--- src/rtl/cla_seq_addsub_pkg.sv ---
// cla_seq_pkg: shared types and constants for the sequential CLA add/subtract unit.
// Holds the sequencer state encoding, the slice width and the slice-count helper.
// Imported by cla_seq_addsub; the slice module itself is type-free.
package cla_seq_pkg;

   typedef enum logic [1:0] {
      IDLE = 2'd0,
      RUN  = 2'd1,
      DONE = 2'd2
   } state_t;

   localparam int SLICE_W = 4;

   // Number of slice cycles needed to sweep an operand of the given width.
   function automatic int nslice(input int width);
      return width / SLICE_W;
   endfunction

endpackage

--- src/rtl/cla_seq_addsub_cla4.sv ---
// CLA_4: 4-bit carry-lookahead adder slice, purely combinational.
// Latency: zero cycles, the result is a function of the current inputs.
// Backpressure: none, no handshake at this level.
module CLA_4 (
   input  logic [3:0] a,
   input  logic [3:0] b,
   input  logic       cin,
   output logic [3:0] s,
   output logic       cout,
   output logic       c3
);

   logic [3:0] p;
   logic [3:0] g;
   logic [4:0] c;

   assign p = a ^ b;
   assign g = a & b;

   // Every carry is flattened from generate/propagate terms so none ripples.
   assign c[0] = cin;
   assign c[1] = g[0] | (p[0] & cin);
   assign c[2] = g[1] | (p[1] & g[0]) | (p[1] & p[0] & cin);
   assign c[3] = g[2] | (p[2] & g[1]) | (p[2] & p[1] & g[0])
               | (p[2] & p[1] & p[0] & cin);
   assign c[4] = g[3] | (p[3] & g[2]) | (p[3] & p[2] & g[1])
               | (p[3] & p[2] & p[1] & g[0])
               | (p[3] & p[2] & p[1] & p[0] & cin);

   assign s    = p ^ c[3:0];
   assign cout = c[4];
   // The carry into the top bit is exported so the caller can derive signed overflow.
   assign c3   = c[3];

endmodule

--- src/rtl/cla_seq_addsub.sv ---
// cla_seq_addsub: WIDTH-bit add/subtract built from one 4-bit CLA slice, one nibble per clock.
// Latency: out_valid rises WIDTH/4 edges after the accept edge; the result holds until retired.
// Backpressure: result held in DONE while out_ready=0; in_ready is low outside IDLE unless
// CLA_SEQ_BACK_TO_BACK_EN is defined, which lets DONE accept a new request on the retire edge.
module cla_seq_addsub
   import cla_seq_pkg::*;
#(
   parameter int WIDTH = 32
) (
   input  logic             clk,
   input  logic             rst,
   input  logic             in_valid,
   output logic             in_ready,
   input  logic [WIDTH-1:0] a,
   input  logic [WIDTH-1:0] b,
   input  logic             sub,
   output logic             out_valid,
   input  logic             out_ready,
   output logic [WIDTH-1:0] sum,
   output logic             cout,
   output logic             ovf,
   output logic             zero
);

   localparam int NSLICE = nslice(WIDTH);
   localparam int IDX_W  = (NSLICE > 1) ? $clog2(NSLICE) : 1;
   localparam logic [IDX_W-1:0] LAST_IDX = IDX_W'(NSLICE - 1);

   generate
      if ((WIDTH % SLICE_W) != 0 || WIDTH < 8) begin : g_bad_width
         $error("cla_seq_addsub: WIDTH must be a multiple of 4 and at least 8");
      end
   endgenerate

   state_t            state;
   logic [WIDTH-1:0]  opa;
   logic [WIDTH-1:0]  opb;       // B already inverted for subtraction
   logic              carry;     // carry between successive slice cycles
   logic [IDX_W-1:0]  idx;
   logic              zacc;      // running "all nibbles so far are zero"

   logic [SLICE_W-1:0] sl_a;
   logic [SLICE_W-1:0] sl_b;
   logic [SLICE_W-1:0] sl_s;
   logic               sl_cout;
   logic               sl_c3;
   logic               sl_zero;

   logic accept;
   logic retire;

   assign sl_a    = opa[idx*SLICE_W +: SLICE_W];
   assign sl_b    = opb[idx*SLICE_W +: SLICE_W];
   assign sl_zero = (sl_s == '0);

   CLA_4 u_slice (
      .a    (sl_a),
      .b    (sl_b),
      .cin  (carry),
      .s    (sl_s),
      .cout (sl_cout),
      .c3   (sl_c3)
   );

   // Request acceptance: open in IDLE, and optionally in DONE when the result retires.
   always_comb begin
      in_ready = 1'b0;
      if (!rst) begin
         case (state)
            IDLE:    in_ready = 1'b1;
`ifdef CLA_SEQ_BACK_TO_BACK_EN
            DONE:    in_ready = out_ready;
`else
            DONE:    in_ready = 1'b0;
`endif
            default: in_ready = 1'b0;
         endcase
      end
   end

   assign accept = in_valid & in_ready;
   assign retire = out_valid & out_ready;

   // Sequencer: walks the slice across the operands and registers the result and flags.
   always_ff @(posedge clk) begin
      if (rst) begin
         state     <= IDLE;
         out_valid <= 1'b0;
         sum       <= '0;
         cout      <= 1'b0;
         ovf       <= 1'b0;
         zero      <= 1'b0;
         idx       <= '0;
         carry     <= 1'b0;
         zacc      <= 1'b0;
         opa       <= '0;
         opb       <= '0;
      end else begin
         case (state)
            IDLE: begin
               // Acceptance is handled below, shared with the DONE fast path.
            end
            RUN: begin
               sum[idx*SLICE_W +: SLICE_W] <= sl_s;
               carry <= sl_cout;
               zacc  <= zacc & sl_zero;
               idx   <= idx + 1'b1;
               if (idx == LAST_IDX) begin
                  cout      <= sl_cout;
                  // Signed overflow: carry into the sign bit differs from carry out of it.
                  ovf       <= sl_cout ^ sl_c3;
                  zero      <= zacc & sl_zero;
                  idx       <= '0;
                  state     <= DONE;
                  out_valid <= 1'b1;
               end
            end
            DONE: begin
               if (retire) begin
                  out_valid <= 1'b0;
                  state     <= IDLE;
               end
            end
            default: state <= IDLE;
         endcase

         // A new request overrides the state update above; in_ready gates where it can happen.
         if (accept) begin
            opa       <= a;
            opb       <= b ^ {WIDTH{sub}};
            carry     <= sub;
            idx       <= '0;
            zacc      <= 1'b1;
            state     <= RUN;
            out_valid <= 1'b0;
         end
      end
   end

endmodule

--- config.mk ---
export PLATFORM = sky130hd
export DESIGN_NAME = cla_seq_addsub
export DESIGN_NICKNAME = d
export VERILOG_FILES = /design/src/rtl/cla_seq_addsub_pkg.sv /design/src/rtl/cla_seq_addsub_cla4.sv /design/src/rtl/cla_seq_addsub.sv
export SDC_FILE = /design/constraint.sdc
export NUM_CORES = 1
export LEC_CHECK = 0
export ABC_AREA = 1
export CAP_MARGIN = 20
export CORE_MARGIN = 3
export CORE_UTILIZATION = 50
export CTS_CLUSTER_DIAMETER = 40
export DETAILED_ROUTE_END_ITERATION = 8
export DONT_BUFFER_PORTS = 1
export HOLD_SLACK_MARGIN = 0.02
export PLACE_DENSITY = 0.72
export SYNTH_ARGS = -nofsm -noshare
export SYNTH_HDL_FRONTEND = slang
export SYNTH_HIERARCHICAL = 1
export SYNTH_SLANG_ARGS = --single-unit
--- constraint.sdc ---
create_clock -name clk -period 5.1 [get_ports clk]
set_clock_uncertainty 0.15 [all_clocks]
set_input_delay 1.02 -clock clk [delete_from_list [all_inputs] [get_ports clk]]
set_output_delay 1.02 -clock clk [all_outputs]
set_load 0.005 [all_outputs]
== Word-level counts from Yosys, hierarchy flattened ==
Index checks and enable logic that the tools add are counted.
Widths: inputs -> output; s select.

* $add $sub $neg: 2
* Eq/ne operators: 8
* Shift operators: 4
* Muxes and demuxes: 15
* Bitwise operators: 35
* Reduce and logical (&&, ||, !) cells: 9

{| class="wikitable"
|+ Operators by type and width
! operator !! number
|-
| $shiftx 32x6->4 || 2
|-
| $neg 5->34 || 1
|-
| $shift 4x34->32 const A || 1
|-
| $shiftx 4x34->32 || 1
|-
| $bwmux 32 || 1
|-
| $xor 32x32->32 || 1
|-
| $and 1x1->1 || 19
|-
| $or 1x1->1 || 10
|-
| $mux 1 || 9
|-
| $reduce_and 3->1 || 3
|-
| $xor 4x4->4 || 2
|-
| $ne 2x2->1 const B || 3
|-
| $ne 3x3->1 const B || 2
|-
| $pmux 2 s3 || 1
|-
| $and 4x4->4 || 1
|-
| $logic_not 4->1 || 1
|-
| $mux 2 || 2
|-
| $reduce_bool 2->1 || 2
|-
| $add 3x1->3 const B || 1
|-
| $eq 3x3->1 const B || 1
|-
| $mux 3 || 1
|-
| $eq 2x1->1 const B || 1
|-
| $eq 2x2->1 const B || 1
|-
| $logic_not 2->1 || 1
|-
| other kinds (5) || 5
|}

* Flip-flop bits (word level): 107
* Bits of input ports: 69
* Output and inout port bits: 37
* Word-level logic and storage cells: 85

== Logic depth before layout (Yosys ltp) ==
Gate-level depths: netlist (run 1).

* Word-level depth: 11
* Gate-level depth with buffers: 19
* Depth with buffers taken out: 18

== By module ==
The synthesis (run 1) kept the hierarchy.

{| class="wikitable"
|+ By module, submodules not included
! module !! instances !! cells an instance !! area each (µm²) !! seq. area each (µm²)
|-
| cla_seq_addsub || 1 || 683 || 4924.7 || 2142.1
|-
| CLA_4 || 1 || 31 || 193.9 || 0.0
|}

== Least setup slack after synthesis (run 1) ==
No wires, ideal clock.

* Kind: flip-flop to flip-flop
* Start: register idx[0]
* End: register sum[21]
* Library setup time: 0.064 ns
* Arrival time: 2.410 ns
* Required time: 4.886 ns
* Slack: 2.476 ns
* Cell stages (with the launch flop): 14
* Buffers on the path: 2
* Period minus slack after synthesis: 2.624 ns
* Cells stage by stage: dfxtp_1 > buf_2 > buf_1 > o2111ai_1 > nand3_1 > inv_1 > fa_1 > xnor2_1 > inv_1 > nor3_1 > nand2_1 > nand3_1 > nand2_1 > nor2_1

* Elaborated cells on any way between the ends: 24
* Classes of those cells: 1 x add/sub; 4 x shift; 1 x mux; 18 x bitwise

{| class="wikitable"
|+ RTL lines
! what !! line !! text
|-
| start: declaration || cla_seq_addsub.sv:39 || <nowiki>logic [IDX_W-1:0] idx;</nowiki>
|-
| start signal: assignment || cla_seq_addsub.sv:107 || <nowiki>idx <= idx + 1'b1;</nowiki>
|-
| $shiftx 32x6->4 * || cla_seq_addsub.sv:53 || <nowiki>assign sl_b = opb[idx*SLICE_W +: SLICE_W];</nowiki>
|-
| net sl_b[0] || cla_seq_addsub.sv:43 || <nowiki>logic [SLICE_W-1:0] sl_b;</nowiki>
|-
| $xor 4x4->4 || cla_seq_addsub_cla4.sv:17 || <nowiki>assign p = a ^ b;</nowiki>
|-
| $and 1x1->1 || cla_seq_addsub_cla4.sv:22 || <nowiki>assign c[1] = g[0] | (p[0] & cin);</nowiki>
|-
| $or 1x1->1 * || cla_seq_addsub_cla4.sv:22 ||
|-
| $xor 4x4->4 * || cla_seq_addsub_cla4.sv:30 || <nowiki>assign s = p ^ c[3:0];</nowiki>
|-
| net sl_s[1] || cla_seq_addsub.sv:44 || <nowiki>logic [SLICE_W-1:0] sl_s;</nowiki>
|-
| $shiftx 4x34->32 * || cla_seq_addsub.sv:104 || <nowiki>sum[idx*SLICE_W +: SLICE_W] <= sl_s;</nowiki>
|-
| $bwmux 32 * || cla_seq_addsub.sv:104 ||
|-
| end signal: indexed assignment || cla_seq_addsub.sv:104 ||
|-
| end: declaration || cla_seq_addsub.sv:19 || <nowiki>output logic [WIDTH-1:0] sum,</nowiki>
|}

The timed path passes the listed nets; every way through them passes the cells marked *.
A chain may end at the register's enable or synchronous reset.

== Worst setup path in the final report (run 1) ==
* Start: register idx[1]
* End: register sum[23]

* Longest elaborated chain between the ends: 9
* Elaborated cells on any way between the ends: 24
* Classes of those cells: 1 x add/sub; 4 x shift; 1 x mux; 18 x bitwise

{| class="wikitable"
|+ Ends and longest elaborated chain
! what !! line !! text
|-
| $shiftx 32x6->4 * || cla_seq_addsub.sv:53 ||
|-
| net sl_b[2] || cla_seq_addsub.sv:43 ||
|-
| $xor 4x4->4 || cla_seq_addsub_cla4.sv:17 ||
|-
| $and 1x1->1, on equally long branches || cla_seq_addsub_cla4.sv:24, cla_seq_addsub_cla4.sv:25 ||
|-
| $or 1x1->1 (tied with other cells) || cla_seq_addsub_cla4.sv:24 || <nowiki>assign c[3] = g[2] | (p[2] & g[1]) | (p[2] & p[1] & g[0])</nowiki>
|-
| $or 1x1->1 / $and 1x1->1 (equally long branches) || cla_seq_addsub_cla4.sv:24, cla_seq_addsub_cla4.sv:25 ||
|-
| $or 1x1->1 * || cla_seq_addsub_cla4.sv:25 || <nowiki>| (p[2] & p[1] & p[0] & cin);</nowiki>
|-
| $xor 4x4->4 * || cla_seq_addsub_cla4.sv:30 ||
|-
| net sl_s[3] || cla_seq_addsub.sv:44 ||
|-
| $shiftx 4x34->32 * || cla_seq_addsub.sv:104 ||
|-
| $bwmux 32 * || cla_seq_addsub.sv:104 ||
|}

Marks and branches as above.

==> results.sh, run 1 <==
export IMPL_worst_slew_pin_transition_ns=0.7831
export IMPL_post_place_ws_ns=1.751
export IMPL_final_seq_area_sq_um=2142
export IMPL_cts_root_buf="clkbuf_8"
export IMPL_synth_seq_cells=107
export IMPL_grt_max_degree=47
export IMPL_yosysTopAreaCell="dfxtp_1"
export IMPL_final_cell_mix="nand2_1 (154), dfxtp_1 (107), a21oi_1 (88), o21ai_0 (75), inv_1 (63)"
export IMPL_pin_count=106
export IMPL_path_clk_slew_ns=0.10
export IMPL_internal_power_mw=1.160
export IMPL_hold_end="opa[4]"
export IMPL_crit_arrival_ns=3.57
export IMPL_total_power_mw=1.676
export IMPL_htree_levels=3
export IMPL_yosysSeqAreaShare_pct=41.85
export IMPL_setup_violations=0
export IMPL_placed_cells=810
export IMPL_setup_tns_ns=0
export IMPL_netlist_instances=714
export IMPL_grt_usage_pct=21.15
export IMPL_syn_area_sq_um=5119
export IMPL_grt_pass1_wl_um=19640
export IMPL_antenna_found_initial=0
export IMPL_synthTopCellsByArea="dfxtp_1 (42%), nand2_1 (11%), a21oi_1 (8.6%), o21ai_0 (7.3%), inv_1 (4.6%)"
export IMPL_dr_wl_met3_um=949
export IMPL_gp_congestion=0.8553
export IMPL_min_from="opa[4]"
export IMPL_final_common_cell="nand2_1"
export IMPL_wire_per_inst_um=14.51
export IMPL_vias=4405
export IMPL_synth_flop_cell="dfxtp_1"
export IMPL_path_class="flop to flop"
export IMPL_ff2ff_path_depth=14
export IMPL_synth_fp_nets=793
export IMPL_nFillCells=987
export IMPL_synth_top_area_share_pct=41.85
export IMPL_io_buffers=0
export IMPL_cp_max_fo=23
export IMPL_hold_class="flop to flop"
export IMPL_die_area_sq_um=11490
export IMPL_sequentialPowerShare_pct=54.0
export IMPL_postSynth_asyncResetShare_pct=0
export IMPL_initial_core_util_pct=51.89
export IMPL_place_area_sq_um=5117
export IMPL_final_core_util_pct=53.67
export IMPL_grt_pass1_vias=4210
export IMPL_n_antenna_cell=0
export IMPL_p_per_area_nw_per_um2=316.6
export IMPL_power_switching_mw=0.5159
export IMPL_dr_pass1_iters=5
export IMPL_reg2reg_to="sum[23]"
export IMPL_chipWidth_um=107.2
export IMPL_multi_input_area_sq_um=2531
export IMPL_cp_start_kind="flop"
export IMPL_required_ns=5.26
export IMPL_rrSetupSlack_ns=1.69
export IMPL_clockBufferDepth=2
export IMPL_wl_met2_um=5432
export IMPL_hpwl_um=8806
export IMPL_synth_warnings=6
export IMPL_leakage_nw=2.114
export IMPL_finalCritPeriodShare_pct=66.88
export IMPL_grt_ovfl_total=0
export IMPL_core_area_sq_um=9864
export IMPL_switching_share_pct=30.78
export IMPL_layout_drive_gt1_share_pct=5.483
export IMPL_drv_cap=0
export IMPL_pwr_share_comb_pct=17.5
export IMPL_syn_avg_cell_area_sq_um=7.169
export IMPL_area_growth_syn_to_layout_pct=3.422
export IMPL_die_y_um=107.2
export IMPL_postCtsSetupBuffers=0
export IMPL_ys_types=30
export IMPL_cts_tree="done"
export IMPL_max_freq_ghz=0.2932
export IMPL_timing_rr_start="idx[1]"
export IMPL_cp_end_kind="flop"
export IMPL_status="completed"
export IMPL_avgViaCountPerCell=5.333
export IMPL_worst_slack_ns=1.689
export IMPL_postCtsResizedCells=0
export IMPL_postRouteAntennaNets=0
export IMPL_nNetsFinal=767
export IMPL_cts_inserted_buffers=9
export IMPL_drv_slew=0
export IMPL_wl_um=11980
export IMPL_synth_edf_count=0
export IMPL_clock_sink_count=107
export IMPL_p_clk_share_pct=28.5
export IMPL_hold_viol_final=0
export IMPL_relSlewSlack_pct=47.72
export IMPL_wirelength_met1_um=5383
export IMPL_rsz0062_at_grt="no"
export IMPL_rows=36
export IMPL_hold_buffers=0
export IMPL_drcViolationCount=0
export IMPL_maxUsedRoutingLayer="met4"
export IMPL_vdd_drop_max_mv=0.1509
export IMPL_fin_area_sq_um=5294
export IMPL_clkLatencyLatePin_ns=0.37
export IMPL_drt_iter0_drc=268
export IMPL_min_path_cells=2
export IMPL_fin_worst_hold_slack_ns=0.3121
export IMPL_period_needed_ns=3.411
export IMPL_finalNonFillerCells=826
## worst max-delay path by stage
stage,from,endpoint,cells after the start
after floorplan,idx[0],sum[21],13
after global placement,idx[1],sum[29],15
after detailed placement,idx[1],sum[21],15
after CTS,idx[1],sum[21],15
after global routing,idx[1],sum[29],15
final,idx[1],sum[23],14
## cells in the mapped netlist (9+ instances only)
| cell | count |
|---|---|
| o21ai_0 | 75 |
| clkbuf_1 | 17 |
| nor2_1 | 57 |
| nand2_1 | 154 |
| nand4_1 | 9 |
| ha_1 | 9 |
| nand3_1 | 34 |
| inv_1 | 63 |
| xnor2_1 | 18 |
| xor2_1 | 16 |
| dfxtp_1 | 107 |
| a21oi_1 | 88 |
| buf_2 | 14 |
## sequential cells by signal (all words and copies together) (netlist names)
name / cells
carry: 1
cout: 1
idx: 3
opa: 32
opb: 32
out_valid: 1
ovf: 1
state: 2
sum: 32
zacc: 1
zero: 1
## worst max-delay path: stages (launching register included)
cell     delay (ns)
dfxtp_1        0.84
inv_2          0.23
nand2_1        0.30
a21oi_1        0.08
o21ai_0        0.11
nand3_1        0.10
ha_1           0.34
or2_1          0.26
nand2_2        0.08
nand3_1        0.07
nand2_1        0.15
nand3_1        0.24
nor3_1         0.19
o21ai_0        0.11
nor2_1         0.10
## power by group through the flow
stage | combinational [mW] | sequential [mW] | clock [mW]
3_5_place_dp | 0.289 | 0.924 | 0
6_report | 0.293 | 0.905 | 0.478
2_1_floorplan | 0.250 | 0.914 | 0
5_1_grt | 0.337 | 0.909 | 0.523
3_3_place_gp | 0.282 | 0.923 | 0
4_1_cts | 0.290 | 0.905 | 0.486
## layout make-up
type                    instances  share of cell area (%)
repair buffers                  3                  0.4254
well taps                     133                   3.143
clock buffers                   9                   2.340
clock inverters                 7                  0.9927
flip-flops and latches        107                   40.46
multi-input cells             499                   47.81
inverters                      68                   4.822
## cell families (layout without fill, tap and decap cells)
family / count (synthesis) / in the layout / synth area share (%)
AND/OR/NAND/NOR: 275 / 275 / 22.93
flip-flops: 107 / 107 / 41.85
adder cells (fa/ha/maj): 10 / 10 / 2.591
buffers and inverters: 108 / 87 / 8.702
XOR/XNOR: 34 / 34 / 5.818
AO/OA/AOI/OAI: 180 / 180 / 18.11
## per-layer routing
layer,up-vias,global-route usage (%)
li1,2263,-
met1,1966,26.95
met2,156,34.23
met3,20,5.960
met4,0,7.489
met5,-,0
Note: power is estimated with default switching activity, not from simulation.
==> inputs of run 2 (changes only) <==
--- a/config.mk
+++ b/config.mk
@@ -5,7 +5,7 @@
 export SDC_FILE = /design/constraint.sdc
 export NUM_CORES = 1
 export LEC_CHECK = 0
-export ABC_AREA = 1
+export ABC_AREA = 0
 export CAP_MARGIN = 20
 export CORE_MARGIN = 3
 export CORE_UTILIZATION = 50
==> constraint.sdc (replaced) <==
create_clock -name clk -period 3.2 [get_ports clk]
set_clock_uncertainty 0.15 [all_clocks]
set_input_delay 0.64 -clock clk [delete_from_list [all_inputs] [get_ports clk]]
set_output_delay 0.64 -clock clk [all_outputs]
set_load 0.005 [all_outputs]
==> run 2 against run 1 <==
Non-clock buffer count is 12 higher. Flip-flop and latch count unchanged. Setup slack worse by 1.5 ns. Total power rose by 51%. Sequential power is 58% higher. Core utilization rose by 3.1 points. Die area is 1.8% lower. Register-to-register slack worse by 1.5 ns. Clock-buffer cell count rose by 1. Final area increased by 1.8%. Largest cell class unchanged. Largest power group unchanged.
==> results.sh, run 2 <==
export IMPL_final_core_util_pct=56.72
export IMPL_die_y_um=106.2
export IMPL_cts_root_buf="clkbuf_8"
export IMPL_worst_slew_pin_transition_ns=0.8769
export IMPL_period_needed_ns=3.052
export IMPL_grt_pass1_vias=3492
export IMPL_reg_top3="opa x32, opb x32, sum x32"
export IMPL_synth_edf_count=0
export IMPL_leakage_nw=1.981
export IMPL_drt_iter0_drc=183
export IMPL_antenna_found_initial=0
export IMPL_chipWidth_um=106.2
export IMPL_required_ns=3.34
export IMPL_yosysSeqAreaShare_pct=42.68
export IMPL_yosysTopAreaCell="dfxtp_1"
export IMPL_syn_area_sq_um=5019
export IMPL_max_freq_ghz=0.3276
export IMPL_cts_tree="done"
export IMPL_core_area_sq_um=9503
export IMPL_syn_avg_cell_area_sq_um=9.346
export IMPL_drv_slew=0
export IMPL_clkLatencyLatePin_ns=0.37
export IMPL_critPathSlowestCell="or4b_1"
export IMPL_wl_um=10760
export IMPL_drcViolationCount=0
export IMPL_n_antenna_cell=0
export IMPL_vdd_drop_max_mv=0.2936
export IMPL_cp_common_cell="nand2_1"
export IMPL_cp_max_fo=8
export IMPL_netlist_instances=537
export IMPL_status="completed"
export IMPL_dr_pass1_iters=5
export IMPL_place_area_sq_um=5066
export IMPL_ys_types=39
export IMPL_grt_max_degree=116
export IMPL_relSlewSlack_pct=41.54
export IMPL_cp_start_kind="flop"
export IMPL_grt_usage_pct=18.99
export IMPL_clockBufferDepth=2
export IMPL_placed_cells=635
export IMPL_cp_end_kind="flop"
export IMPL_synth_flop_cell="dfxtp_1"
export IMPL_grt_pass1_wl_um=17240
export IMPL_synth_warnings=6
export IMPL_synth_top_area_share_pct=42.68
export IMPL_hold_class="input pin to flop"
export IMPL_crit_chain="buf_12 > mux4_2 > nand2_1 > nand2_1 > ha_4 > a211oi_2 > nor2_1 > xor2_2 > or4b_1 > mux2i_1"
export IMPL_postRouteAntennaNets=0
export IMPL_setup_tns_ns=0
export IMPL_avgViaCountPerCell=5.507
export IMPL_finalNonFillerCells=659
export IMPL_postSynth_asyncResetShare_pct=0
export IMPL_drv_cap=0
export IMPL_hpwl_um=7493
export IMPL_synthTopCellsByArea="dfxtp_1 (43%), nand2_1 (7.9%), mux4_2 (7.2%), mux2i_1 (6.4%), xnor2_1 (5.8%)"
export IMPL_vias=3629
export IMPL_synth_fp_nets=616
export IMPL_finalCritPeriodShare_pct=95.38
export IMPL_path_class="flop to flop"
export IMPL_die_area_sq_um=11280
export IMPL_setup_violations=0
export IMPL_path_clk_slew_ns=0.10
export IMPL_rows=35
export IMPL_p_per_area_nw_per_um2=470.8
export IMPL_pin_count=106
export IMPL_initial_core_util_pct=52.81
export IMPL_hold_viol_final=0
export IMPL_crit_arrival_ns=3.19
export IMPL_worst_slack_ns=0.1477
export IMPL_layout_drive_gt1_share_pct=11.32
export IMPL_io_buffers=0
export IMPL_fin_worst_hold_slack_ns=0.2380
export IMPL_max_stage_delay_ns=0.55
export IMPL_grt_ovfl_total=0
export IMPL_rsz0062_at_grt="no"
export IMPL_final_cell_mix="nand2_1 (106), dfxtp_1 (106), a21oi_1 (41), nor2_1 (37), nand2b_1 (37)"
export IMPL_clock_sink_count=107
export IMPL_area_growth_syn_to_layout_pct=7.405
export IMPL_htree_levels=3
export IMPL_cts_inserted_buffers=9
export IMPL_total_power_mw=2.538
export IMPL_hold_buffers=0
export IMPL_fin_area_sq_um=5390
export IMPL_nNetsFinal=604
export IMPL_gp_congestion=0.7886
export IMPL_synth_common_cells="dfxtp_1 (107), nand2_1 (106), a21oi_1 (41)"
export IMPL_yosysMostFrequentCell="dfxtp_1"
export IMPL_wire_per_inst_um=16.32
export IMPL_post_place_ws_ns=0.03065
export IMPL_synth_seq_cells=107
-- run 2: final cells by class --
type | count | area, sq um
timing repair buffer | 15 | 155.1
sequential | 107 | 2146
clock buffer | 10 | 137.6
multi-input combinational | 385 | 2718
tap | 129 | 161.4
clock inverter | 6 | 46.29
inverter | 7 | 26.28
fill | 872 | 4113
-- run 2: layer usage --
metal,GRT usage [%],routed length (um),vias to the layer above
li1,-,-,1809
met1,23.53,4525,1691
met2,31.00,5255,109
met3,6.132,758,20
met4,6.846,218,0
met5,0,0,-
-- run 2: cells by family after synthesis --
logic type	synth area share (%)
AOI/OAI and AO/OA	10.92
xor gates and xnor gates	6.283
adders and majority gates	2.643
buffers and inverters	4.338
DFF	42.68
muxes	13.56
and+or+nand+nor	19.57
-- run 2: critical path: cells and delay by family (launching register included) --
| family | cells | cell delay (ns) |
|---|---|---|
| and+or+nand+nor | 4 | 0.87 |
| muxes | 2 | 0.66 |
| DFF | 1 | 0.40 |
| adders and majority gates | 1 | 0.26 |
| AOI/OAI and AO/OA | 1 | 0.26 |
| xor gates and xnor gates | 1 | 0.24 |
| buffers and inverters | 1 | 0.14 |
-- run 2: report_power, final --
group	internal, mW	total [mW]	switching (mW)	leakage, nW
Combinational	0.171	0.338	0.167	1.02
Clock	0.310	0.775	0.465	0.0893
Sequential	1.39	1.43	0.0364	0.872
-- run 2: what timing repair did --
action | 4_1_cts | 5_1_grt
setup buffers | 1 | 6
gates resized for setup | 1 | 9
setup endpoints to repair | 2 | 13
pin swaps | 1 | 4
gates cloned | 0 | 1
-- run 2: path summary, 6_finish.rpt --
path,from,end,slack [ns],cells past startpoint
min,rst,opb[8],0.24,1
max reg2reg,idx[0],sum[22],0.15,10
max,idx[0],sum[22],0.15,10
min reg2reg,opa[18],opa[18],0.31,2
